[config.mk]
export PLATFORM = sky130hd
export DESIGN_NAME = alu_share_ctrl
export DESIGN_NICKNAME = d
export VERILOG_FILES = /design/src/rtl/alu_share_ctrl.sv
export SDC_FILE = /design/constraint.sdc
export NUM_CORES = 1
export LEC_CHECK = 0
export BUFFER_PORTS_ARGS = -buffer_cell sky130_fd_sc_hd__buf_2
export CAP_MARGIN = 20
export CELL_PAD_IN_SITES_DETAIL_PLACEMENT = 2
export CELL_PAD_IN_SITES_GLOBAL_PLACEMENT = 2
export CORE_MARGIN = 5
export CORE_UTILIZATION = 25
export DETAILED_ROUTE_END_ITERATION = 10
export GPL_TIMING_DRIVEN = 0
export PLACE_DENSITY_LB_ADDON = 0.1
export SLEW_MARGIN = 10
export SYNTH_ARGS = -nofsm -noshare
export SYNTH_HDL_FRONTEND = slang
export SYNTH_SLANG_ARGS = --single-unit
[constraint.sdc]
create_clock -name clk_i -period 2.2 [get_ports clk_i]
set_input_delay 0.11 -clock clk_i [delete_from_list [all_inputs] [get_ports clk_i]]
set_output_delay 0.11 -clock clk_i [all_outputs]
set_load 0.01 [all_outputs]
[src/rtl/alu_share_ctrl.sv]
// Arbitration and sequencing controller in front of a shared 32-bit ALU.
// Two valid/ready requesters are served round robin, and each result is returned as a tagged one-cycle pulse.
module alu_share_ctrl #(
    parameter int DATA_W  = 32,
    parameter int MUL_LAT = 3
) (
    input  logic              clk_i,
    input  logic              rst_i,
    input  logic              req0_valid_i,
    output logic              req0_ready_o,
    input  logic [2:0]        req0_op_i,
    input  logic [DATA_W-1:0] req0_data1_i,
    input  logic [DATA_W-1:0] req0_data2_i,
    input  logic              req1_valid_i,
    output logic              req1_ready_o,
    input  logic [2:0]        req1_op_i,
    input  logic [DATA_W-1:0] req1_data1_i,
    input  logic [DATA_W-1:0] req1_data2_i,
    output logic              resp0_valid_o,
    output logic              resp1_valid_o,
    output logic [DATA_W-1:0] resp_data_o,
    output logic              resp_err_o,
    output logic [DATA_W-1:0] alu_data1_o,
    output logic [DATA_W-1:0] alu_data2_o,
    output logic [2:0]        alu_ctrl_o,
    input  logic [DATA_W-1:0] alu_data_i,
    output logic              busy_o
);

    localparam logic [2:0] OP_MUL  = 3'b100;
    localparam logic [3:0] MUL_CNT = 4'(MUL_LAT - 1);

    typedef enum logic [1:0] {S_IDLE, S_EXEC, S_RESP} state_t;

    state_t            state_q, state_d;
    logic [DATA_W-1:0] d1_q, d1_d, d2_q, d2_d, res_q, res_d;
    logic [2:0]        ctrl_q, ctrl_d;
    logic [3:0]        cnt_q, cnt_d;
    logic              err_q, err_d, tag_q, tag_d, rr_q, rr_d;
    logic              can_grant, gnt0, gnt1;
    logic [2:0]        sel_op;
    logic              sel_illegal;

    // rr_q holds the last granted index; on a tie the other requester wins.
    always_comb begin
        can_grant = (state_q != S_EXEC) && !rst_i;
        gnt0      = can_grant && req0_valid_i && (!req1_valid_i || rr_q);
        gnt1      = can_grant && req1_valid_i && (!req0_valid_i || !rr_q);
    end

    assign req0_ready_o = gnt0;
    assign req1_ready_o = gnt1;

    assign sel_op      = gnt1 ? req1_op_i : req0_op_i;
    assign sel_illegal = sel_op[2] && (sel_op[1:0] != 2'b00);

    always_comb begin
        state_d = state_q;
        d1_d    = d1_q;
        d2_d    = d2_q;
        res_d   = res_q;
        ctrl_d  = ctrl_q;
        cnt_d   = cnt_q;
        err_d   = err_q;
        tag_d   = tag_q;
        rr_d    = rr_q;
        case (state_q)
            S_EXEC: begin
                if (cnt_q != 4'd0) begin
                    cnt_d = cnt_q - 4'd1;
                end else begin
                    res_d   = err_q ? '0 : alu_data_i;
                    state_d = S_RESP;
                end
            end
            default: begin
                state_d = S_IDLE;
                if (gnt0 || gnt1) begin
                    d1_d    = gnt1 ? req1_data1_i : req0_data1_i;
                    d2_d    = gnt1 ? req1_data2_i : req0_data2_i;
                    ctrl_d  = sel_illegal ? 3'b000 : sel_op;
                    err_d   = sel_illegal;
                    tag_d   = gnt1;
                    rr_d    = gnt1;
                    cnt_d   = (sel_op == OP_MUL) ? MUL_CNT : 4'd0;
                    state_d = S_EXEC;
                end
            end
        endcase
    end

    always_ff @(posedge clk_i) begin
        if (rst_i) begin
            state_q <= S_IDLE;
            d1_q    <= '0;
            d2_q    <= '0;
            res_q   <= '0;
            ctrl_q  <= 3'b000;
            cnt_q   <= 4'd0;
            err_q   <= 1'b0;
            tag_q   <= 1'b0;
            rr_q    <= 1'b1;
        end else begin
            state_q <= state_d;
            d1_q    <= d1_d;
            d2_q    <= d2_d;
            res_q   <= res_d;
            ctrl_q  <= ctrl_d;
            cnt_q   <= cnt_d;
            err_q   <= err_d;
            tag_q   <= tag_d;
            rr_q    <= rr_d;
        end
    end

    // ALU inputs come straight from the latched registers, so they hold between ops.
    assign alu_data1_o   = d1_q;
    assign alu_data2_o   = d2_q;
    assign alu_ctrl_o    = ctrl_q;
    assign busy_o        = (state_q == S_EXEC);
    assign resp0_valid_o = (state_q == S_RESP) && !tag_q;
    assign resp1_valid_o = (state_q == S_RESP) && tag_q;
    assign resp_data_o   = res_q;
    assign resp_err_o    = (state_q == S_RESP) && err_q;

endmodule

# [Word level (Yosys, flattened, before mapping)]
# Cells that the tools add are included.
[word_totals] regBits=108 out_inout_bits=105 elab_cells=53
[classes] n_addsub=1 n_eq_ne=6 muxes=12 bitwise_logic=2 reduce_logical=23
[op_table] operator="$mux W32" count=3
[op_table] operator="$mux W4" count=3
[op_table] operator="$logic_and A1 B1 Y1" count=9
[op_table] operator="$mux W2" count=3
[op_table] operator="$mux W3" count=2
[op_table] operator="$reduce_and A2 Y1" count=3
[op_table] operator="$logic_not A1 Y1" count=5
[op_table] operator="$ne A2 B1 Y1 const B" count=2
[op_table] operator="$reduce_bool A2 Y1" count=2
[op_table] operator="$reduce_bool A4 Y1" count=1
[op_table] operator="$sub A4 B1 Y4 const B" count=1
[op_table] operator="$eq A3 B3 Y1 const B" count=1
[op_table] operator="$logic_or A1 B1 Y1" count=3
[op_table] operator="$eq A2 B1 Y1 const B" count=1
[op_table] operator="$eq A2 B2 Y1 const B" count=1
[op_table] operator="$ne A2 B2 Y1 const B" count=1
[op_table] operator="$not A1 Y1" count=2
[op_table] operator="$mux W1" count=1

# [Depth between registers and ports, before layout]
# Gate-level depths: netlist of run 1.
[depth] depth_word=9 ltp_mapped=7

# [Worst setup path before layout of run 1]
# No wires, ideal clock.
[synth_timing] path_kind="reg2reg" startpoint="register state_q[1]" endpoint="register ctrl_q[2], in the netlist alu_ctrl_o[2]" setup_ns=0.146 arrival_time_ns=1.500 required_time_ns=2.054 slack_ns=0.554 path_stages_with_launch=8 n_path_buf=2 cell_sequence="dfxtp_1 > nand2b_4 > inv_4 > a2111oi_4 > buf_8 > buf_12 > mux2i_1 > a211oi_2"
[synth_lines] item="start: declaration" line="35" rtl="state_t state_q, state_d;"
[synth_lines] item="start signal: assignment" line="104" rtl="state_q <= state_d;"
[synth_lines] item="$eq A2 B1 Y1"
[synth_lines] item="named net busy_o" line="27" rtl="output logic busy_o"
[synth_lines] item="$not A1 Y1 (no line)"
[synth_lines] item="$reduce_and A2 Y1 (no line)"
[synth_lines] item="end signal: assignment" line="108" rtl="ctrl_q <= ctrl_d;"
[synth_lines] item="end: declaration" line="37" rtl="logic [2:0] ctrl_q, ctrl_d;"
# The timed path passes the listed nets, and every way through them passes these cells.
# A chain may end at the register's enable or synchronous reset.

# [Worst setup path after layout of run 1]
[layout_timing] startpoint="register state_q[1]" endpoint="register ctrl_q[2], in the netlist alu_ctrl_o[2]"
[layout_via] elab_chain_len=8
[layout_rtl] item="$ne A2 B1 Y1" line="46" rtl="can_grant = (state_q != S_EXEC) && !rst_i;"
[layout_rtl] item="$logic_and A1 B1 Y1" line="46"
[layout_rtl] item="$logic_and A1 B1 Y1 (2 in series)" line="48" rtl="gnt1 = can_grant && req1_valid_i && (!req0_valid_i || !rr_q);"
[layout_rtl] item="$mux W3" line="54" rtl="assign sel_op = gnt1 ? req1_op_i : req0_op_i;"
[layout_rtl] item="$reduce_bool A2 Y1" line="55" rtl="assign sel_illegal = sel_op[2] && (sel_op[1:0] != 2'b00);"
[layout_rtl] item="$logic_and A1 B1 Y1" line="55"
[layout_rtl] item="$mux W3" line="81" rtl="ctrl_d = sel_illegal ? 3'b000 : sel_op;"
# Parallel ways exist; a longest one is shown, timed or not.

==> results.json, run 1 <==
{
  "worst_pin_slew_ns": 0.752,
  "synthArstFlopShare_pct": 0,
  "clk_pin_slew_ns": 0.08,
  "grt_max_degree": 19,
  "utilization_pct": 37.3,
  "nNetsFinal": 919,
  "seq_area_sq_mm": 0.00216,
  "ir_drop_v": 0.000340,
  "slew-limit-headroom_pct": 49.9,
  "synth.avg_cell_area_sq_um": 11.2,
  "wire_per_inst_um": 18.5,
  "critPathRequiredTime_ns": 2.40,
  "dr.pass1.iters": 6,
  "grt-ovfl-total": 0,
  "fin_skew_ns": 0.00885,
  "grt_antenna_before_repair": 2,
  "p_per_area_mw_per_mm2": 698,
  "clock_path_buffers": 2,
  "finalPower_mw": 5.02,
  "grt_pass1_wl_mm": 29.2,
  "synth_top_area_share_pct": 44.5,
  "synth_edf_count": 0,
  "vias_per_cell": 4.56,
  "routabilityCongestion": 0.695,
  "io_buffers": 273,
  "hpwlAfterDp_mm": 14.5,
  "drc": 0,
  "yosysWarnings": 0,
  "drive_gt1_share_pct": 51.8,
  "area_delta_synth_final_pct": 48.0,
  "cap_viol_max_count": 0,
  "tns_ns": 0,
  "worstSetupStartpointType": "flip-flop",
  "placedCellCount": 970,
  "start_util_pct": 25.2,
  "synth_top_cell_by_area": "dfxtp_1",
  "final_antenna_net_count": 0,
  "status": "finished, final reports clean",
  "numClockSinks": 108,
  "dieArea_sq_mm": 0.0223,
  "grt_pass1_vias": 5382,
  "synth.distinct_cells": 39,
  "clk_latency_ns": 0.35,
  "synthFlopType": "dfxtp_1",
  "track_usage_pct": 16.8,
  "htree_num_levels": 3,
  "critPathKind": "reg -> reg",
  "synth_area_sq_mm": 0.00486,
  "worst_ep_arrival_time_ns": 2.20,
  "multiInputGateArea_sq_mm": 0.00239,
  "finalCritPeriodShare_pct": 91.0,
  "numCtsBuffers": 9,
  "r2r_setup_slack_ns": 0.20,
  "grt_setup_unrepaired": "no",
  "dr_total_vias": 4645,
  "cts_setup_buffers": 0,
  "drtIter0Drc": 75,
  "crit_fanout": 10,
  "fin_crit_ns": 2.00,
  "cts_root_buf": "clkbuf_16",
  "syn-num-nets": 603,
  "finalSetupViolCount": 0,
  "cts_tree": "yes",
  "hold_class": "in -> reg",
  "rows": 51,
  "holdWs_ns": 0.0901,
  "leakagePower_nw": 3.18,
  "synth_area_leaders": "dfxtp_1 45%, a211oi_2 17%, mux2i_1 14%, a22o_1 5.8%, nor2_1 5.5%",
  "ys_ff_latch": 108,
  "drv_slew": 0,
  "yosysMostFrequentCell": "dfxtp_1",
  "pin_count": 275,
  "fillers": 2131,
  "fmax_ghz": 0.500,
  "seq_area_frac_synth_pct": 44.5,
  "die_y_um": 149,
  "wl_mm": 18.9,
  "endpoint_kind": "flip-flop",
  "netlist_instances": 432,
  "synth_top_cells_by_count": "108 x dfxtp_1, 71 x nor2_1, 66 x mux2i_1",
  "dieWidth_um": 149,
  "layout.cells.non_filler": 1019,
  "core_sq_mm": 0.0193,
  "hold_viol_final": 0
}
[layout by cell type (no fill, tap or decap), types with 2 or more instances in the layout]
| cell type | netlist | final |
|---|---|---|
| a211oi_2 | 65 | 65 |
| a21oi_1 | 3 | 3 |
| a22o_1 | 32 | 32 |
| a311oi_2 | 3 | 3 |
| and3_1 | 2 | 2 |
| and3b_1 | 2 | 2 |
| buf_12 | 6 | 6 |
| buf_2 | 11 | 284 |
| buf_8 | 2 | 2 |
| clkbuf_1 | 18 | 14 |
| clkbuf_16 | 0 | 9 |
| clkbuf_2 | 0 | 4 |
| clkinv_2 | 0 | 2 |
| clkinvlp_4 | 0 | 2 |
| dfxtp_1 | 108 | 108 |
| dlygate4sd3_1 | 0 | 32 |
| inv_1 | 5 | 5 |
| mux2i_1 | 66 | 66 |
| nand2_1 | 4 | 4 |
| nand3b_1 | 2 | 2 |
| nor2_1 | 71 | 71 |
| nor3_2 | 1 | 2 |
| nor3b_1 | 3 | 3 |
| o2111ai_1 | 2 | 2 |
| o21ai_0 | 5 | 5 |
| or3b_2 | 2 | 2 |
[flip-flops by register name, summed over array words and instances (netlist names), 2 cells and up]
register	count
alu_data2_o	32
resp_data_o	32
cnt_q	4
alu_data1_o	32
state_q	2
alu_ctrl_o	3
[final timing paths]
check / start / end / cells after the start
min reg2reg: resp_data_o[31]$_SDFFE_PP0P_ / resp_data_o[31]$_SDFFE_PP0P_ / 1
min: req1_valid_i / rr_q$_SDFFE_PP1P_ / 3
max: state_q[1]$_SDFFE_PP0P_ / alu_ctrl_o[2]$_SDFFE_PP0P_ / 7
max reg2reg: state_q[1]$_SDFFE_PP0P_ / alu_ctrl_o[2]$_SDFFE_PP0P_ / 7
[logic make-up (layout without fill, tap and decap cells)]
| logic type | after synthesis | after routing | synth area share (%) |
|---|---|---|---|
| AO/OA/AOI/OAI | 116 | 116 | 26.1 |
| adder cells (fa/ha/maj) | 1 | 1 | 0.258 |
| buffers and inverters | 44 | 365 | 6.29 |
| flip-flops | 108 | 108 | 44.5 |
| multiplexers | 66 | 66 | 13.6 |
| other | 0 | 1 | 0 |
| AND/OR/NAND/NOR | 97 | 97 | 9.27 |
[routing by layer]
layer / GRT usage (%) / vias to the layer above / part of all wire, %
met4: 4.53 / 2 / 1.2
met2: 30.7 / 164 / 52
met3: 5.32 / 15 / 8.6
li1: - / 2219 / -
met5: 0 / - / 0.037
met1: 18.6 / 2245 / 38
[per-stage QoR]
| stage | area [sq um] | setup WS, ns |
|---|---|---|
| floorplan | 4860 | 0.554 |
| global placement | 6560 | 0.196 |
| detailed placement | 6560 | 0.101 |
| CTS | 7180 | 0.00234 |
| global route | 7190 | 0.0717 |
| finish | 7190 | 0.199 |
[area by class of cell]
type / count / area share, %
plain buffers: 38 / 3.97
inverters: 6 / 0.348
flip-flops and latches: 108 / 30.1
multi-input cells: 280 / 33.3
well taps: 265 / 4.61
diodes: 1 / 0.0348
repair buffers: 305 / 23.5
clock inverters: 7 / 1.04
clock buffers: 9 / 3.13
[where the power goes]
group / switching (mW) / internal [mW]
Sequential: 0.0851 / 2.11
Clock: 0.787 / 0.893
Combinational: 0.620 / 0.519
Total: 1.49 / 3.52
[critical path, stage by stage, from the launching register on]
cell and delay (ns):
dfxtp_1 0.36, nand2b_4 0.18, inv_4 0.08, a2111oi_4 0.32
buf_8 0.24, buf_12 0.16, mux2i_1 0.38, a211oi_2 0.12
[what timing repair did]
| action | 4_1_cts | 5_1_grt |
|---|---|---|
| setup endpoints to repair | 0 | 63 |
| hold endpoints to repair | 32 | 0 |
| hold buffers | 32 | 0 |
| gates resized for setup | 0 | 9 |
Power figures use the tool's default switching activity.
==> run 2: changes to the inputs <==
--- a/config.mk
+++ b/config.mk
@@ -5,12 +5,13 @@
 export SDC_FILE = /design/constraint.sdc
 export NUM_CORES = 1
 export LEC_CHECK = 0
+export ABC_AREA = 1
 export BUFFER_PORTS_ARGS = -buffer_cell sky130_fd_sc_hd__buf_2
 export CAP_MARGIN = 20
-export CELL_PAD_IN_SITES_DETAIL_PLACEMENT = 2
+export CELL_PAD_IN_SITES_DETAIL_PLACEMENT = 1
 export CELL_PAD_IN_SITES_GLOBAL_PLACEMENT = 2
 export CORE_MARGIN = 5
-export CORE_UTILIZATION = 25
+export CORE_UTILIZATION = 22
 export DETAILED_ROUTE_END_ITERATION = 10
 export GPL_TIMING_DRIVEN = 0
 export PLACE_DENSITY_LB_ADDON = 0.1
==> run 2 against run 1 <==
Combinational power decreased by 5%. Global-route usage decreased by 0.80 points. Maximum frequency up 14%. Hold slack worse by 0.072 ns. First-iteration DRC count rose to 2.8 times the previous value. Register-to-register slack better by 0.24 ns. Critical endpoint is now resp_data_o[27]$_SDFFE_PP0P_. Largest cell class is now registers.
==> results.json, run 2 <==
{
  "status": "finished, final reports clean",
  "syn-num-nets": 764,
  "yosysWarnings": 0,
  "netlist_instances": 593,
  "rr_worst_depth": 8,
  "worst_ep_arrival_time_ns": 1.97,
  "synth_area_sq_mm": 0.00450,
  "clk_latency_ns": 0.35,
  "drtIter0Drc": 211,
  "core_sq_mm": 0.0202,
  "grt-ovfl-total": 0,
  "nNetsFinal": 1049,
  "slew-limit-headroom_pct": 64.0,
  "numClockSinks": 108,
  "dieArea_sq_mm": 0.0234,
  "pre_cts_slack_ns": 0.402,
  "ir_drop_v": 0.000352,
  "synth_area_leaders": "dfxtp_1 48%, nand2_1 15%, a31oi_1 8.9%, o21ai_1 4.9%, a21oi_1 4.4%",
  "clock_path_buffers": 2,
  "htree_num_levels": 3,
  "cts_root_buf": "clkbuf_16",
  "tns_ns": 0,
  "r2r_start": "cnt_q[0]$_SDFFE_PP0P_",
  "start_util_pct": 22.3,
  "clk_pin_slew_ns": 0.08,
  "vias_per_cell": 4.49,
  "wire_per_inst_um": 16.8,
  "mostFrequentLayoutCells": "288 x buf_2, 178 x nand2_1, 108 x dfxtp_1",
  "pin_count": 275,
  "final_antenna_net_count": 0,
  "setup_ws_ns": 0.441,
  "final_common_cell": "buf_2",
  "synth_edf_count": 0,
  "seq_area_frac_synth_pct": 48.0,
  "cts_hold_buf": 0,
  "routabilityCongestion": 0.830,
  "critPathKind": "reg -> reg",
  "finalCritPeriodShare_pct": 79.9,
  "r2r_setup_slack_ns": 0.44,
  "placed_area_sq_mm": 0.00621,
  "dr_total_vias": 5179,
  "stdcell_area_sq_mm": 0.00650,
  "utilization_pct": 32.2,
  "hold_class": "in -> reg",
  "net-switching-power_mw": 1.49,
  "grt_pass1_vias": 5614,
  "grt_max_degree": 17,
  "numCtsBuffers": 9,
  "reg2reg_to": "resp_data_o[27]$_SDFFE_PP0P_",
  "worst_pin_slew_ns": 0.539,
  "drv_slew": 0,
  "leakagePower_nw": 3.14,
  "fin_skew_ns": 0.00968,
  "hold_viol_final": 0,
  "pwr-share-comb_pct": 21.9,
  "cts_tree": "yes",
  "hp-start": "req0_data1_i[27]",
  "grt.met2_usage_pct": 27.8,
  "hold_path_depth": 3,
  "die_y_um": 153,
  "track_usage_pct": 16.0,
  "p_per_area_mw_per_mm2": 760,
  "yosysMostFrequentCell": "nand2_1",
  "met1_usage_pct": 18.3,
  "grtUsageMet3_pct": 5.82,
  "holdPathEnd": "alu_data1_o[27]$_SDFFE_PP0P_",
  "synth_top_cell_by_area": "dfxtp_1",
  "ys_ff_latch": 108,
  "grt_busiest_layer": "met2",
  "worstSetupStartpointType": "flip-flop",
  "synth_top_area_share_pct": 48.0,
  "cap_viol_max_count": 0,
  "p_clk_share_pct": 32.9,
  "dieWidth_um": 153,
  "drive_gt1_share_pct": 37.6,
  "endpoint_kind": "flip-flop",
  "crit_fanout": 10,
  "hpwlAfterDp_mm": 15.3,
  "synth.avg_cell_area_sq_um": 7.60,
  "grt_setup_unrepaired": "no",
  "synthArstFlopShare_pct": 0,
  "synth.distinct_cells": 27,
  "synth_top_cells_by_count": "178 x nand2_1, 108 x dfxtp_1, 64 x a31oi_1",
  "cts_setup_buffers": 0,
  "drc": 0,
  "cts_resized": 0,
  "area_delta_synth_final_pct": 44.3,
  "wl_mm": 19.4,
  "rows": 52,
  "critPathRequiredTime_ns": 2.42,
  "pwr-share-seq_pct": 45.2,
  "io_buffers": 274,
  "swShare_pct": 30.2,
  "grt_antenna_before_repair": 4,
  "finalSetupViolCount": 0,
  "dr.pass1.iters": 4,
  "fin_crit_ns": 1.76,
  "power.internal_mw": 3.45,
  "grt_pass1_wl_mm": 30.1,
  "fmax_ghz": 0.569,
  "synthFlopType": "dfxtp_1"
}
-- run 2: critical path, stage by stage, from the launching register on --
cell	delay, ns
dfxtp_1	0.32
inv_1	0.08
ha_1	0.19
nand2_1	0.08
nor2_1	0.34
inv_1	0.20
buf_2	0.23
nand2_1	0.09
a21oi_1	0.08
-- run 2: power by group through the flow --
stage	sequential, mW	clock (mW)	combinational [mW]
2_1_floorplan	2.34	0	0.503
3_3_place_gp	2.27	0	1.09
3_5_place_dp	2.28	0	1.10
4_1_cts	2.23	1.71	1.11
5_1_grt	2.25	1.78	1.21
6_report	2.23	1.62	1.08
-- run 2: area by class of cell --
class	count	area (sq um)
Tap cell	270	338
Clock inverter	4	52.6
Fill cell	2590	13700
Multi-Input combinational cell	417	2000
Clock buffer	10	229
Antenna cell	2	5.00
Timing Repair Buffer	274	1370
Inverter	20	77.6
Sequential cell	108	2160
Buffer	48	269
-- run 2: kinds of logic after synthesis --
| logic type | synth area share, % |
|---|---|
| buf+inv | 7.69 |
| fa+ha+maj | 0.278 |
| simple gates | 22.4 |
| xor+xnor | 0.194 |
| flops | 48.0 |
| compound gates | 21.4 |
-- run 2: worst max-delay path by stage --
| stage | startpoint | end | slack (ns) | depth (start not counted) |
|---|---|---|---|---|
| after floorplan | cnt_q[0]$_SDFFE_PP0P_ | resp_data_o[10]$_SDFFE_PP0P_ | 0.85 | 8 |
| after global placement | cnt_q[0]$_SDFFE_PP0P_ | resp_data_o[19]$_SDFFE_PP0P_ | 0.42 | 8 |
| after detailed placement | cnt_q[0]$_SDFFE_PP0P_ | resp_data_o[27]$_SDFFE_PP0P_ | 0.40 | 8 |
| after CTS | cnt_q[0]$_SDFFE_PP0P_ | resp_data_o[27]$_SDFFE_PP0P_ | 0.39 | 8 |
| after global routing | cnt_q[0]$_SDFFE_PP0P_ | resp_data_o[27]$_SDFFE_PP0P_ | 0.25 | 8 |
| final | cnt_q[0]$_SDFFE_PP0P_ | resp_data_o[27]$_SDFFE_PP0P_ | 0.44 | 8 |
-- run 2: metal layers --
layer  wire [um]  up-vias  share of wire [%]
met3        1530       25                7.9
met4         328        6                1.7
li1            -     2586                  -
met1        8040     2387                 41
met5          32        -               0.17
met2        9440      175                 49
-- run 2: through the flow --
stage | hold WS, ns | instances | power (mW)
after floorplan | 0.270 | 593 | 2.85
after global placement | 0.379 | 1137 | 3.36
after detailed placement | 0.386 | 1137 | 3.38
after CTS | 0.00198 | 1151 | 5.05
after global routing | 0.0124 | 1152 | 5.24
final | 0.0183 | 1153 | 4.94
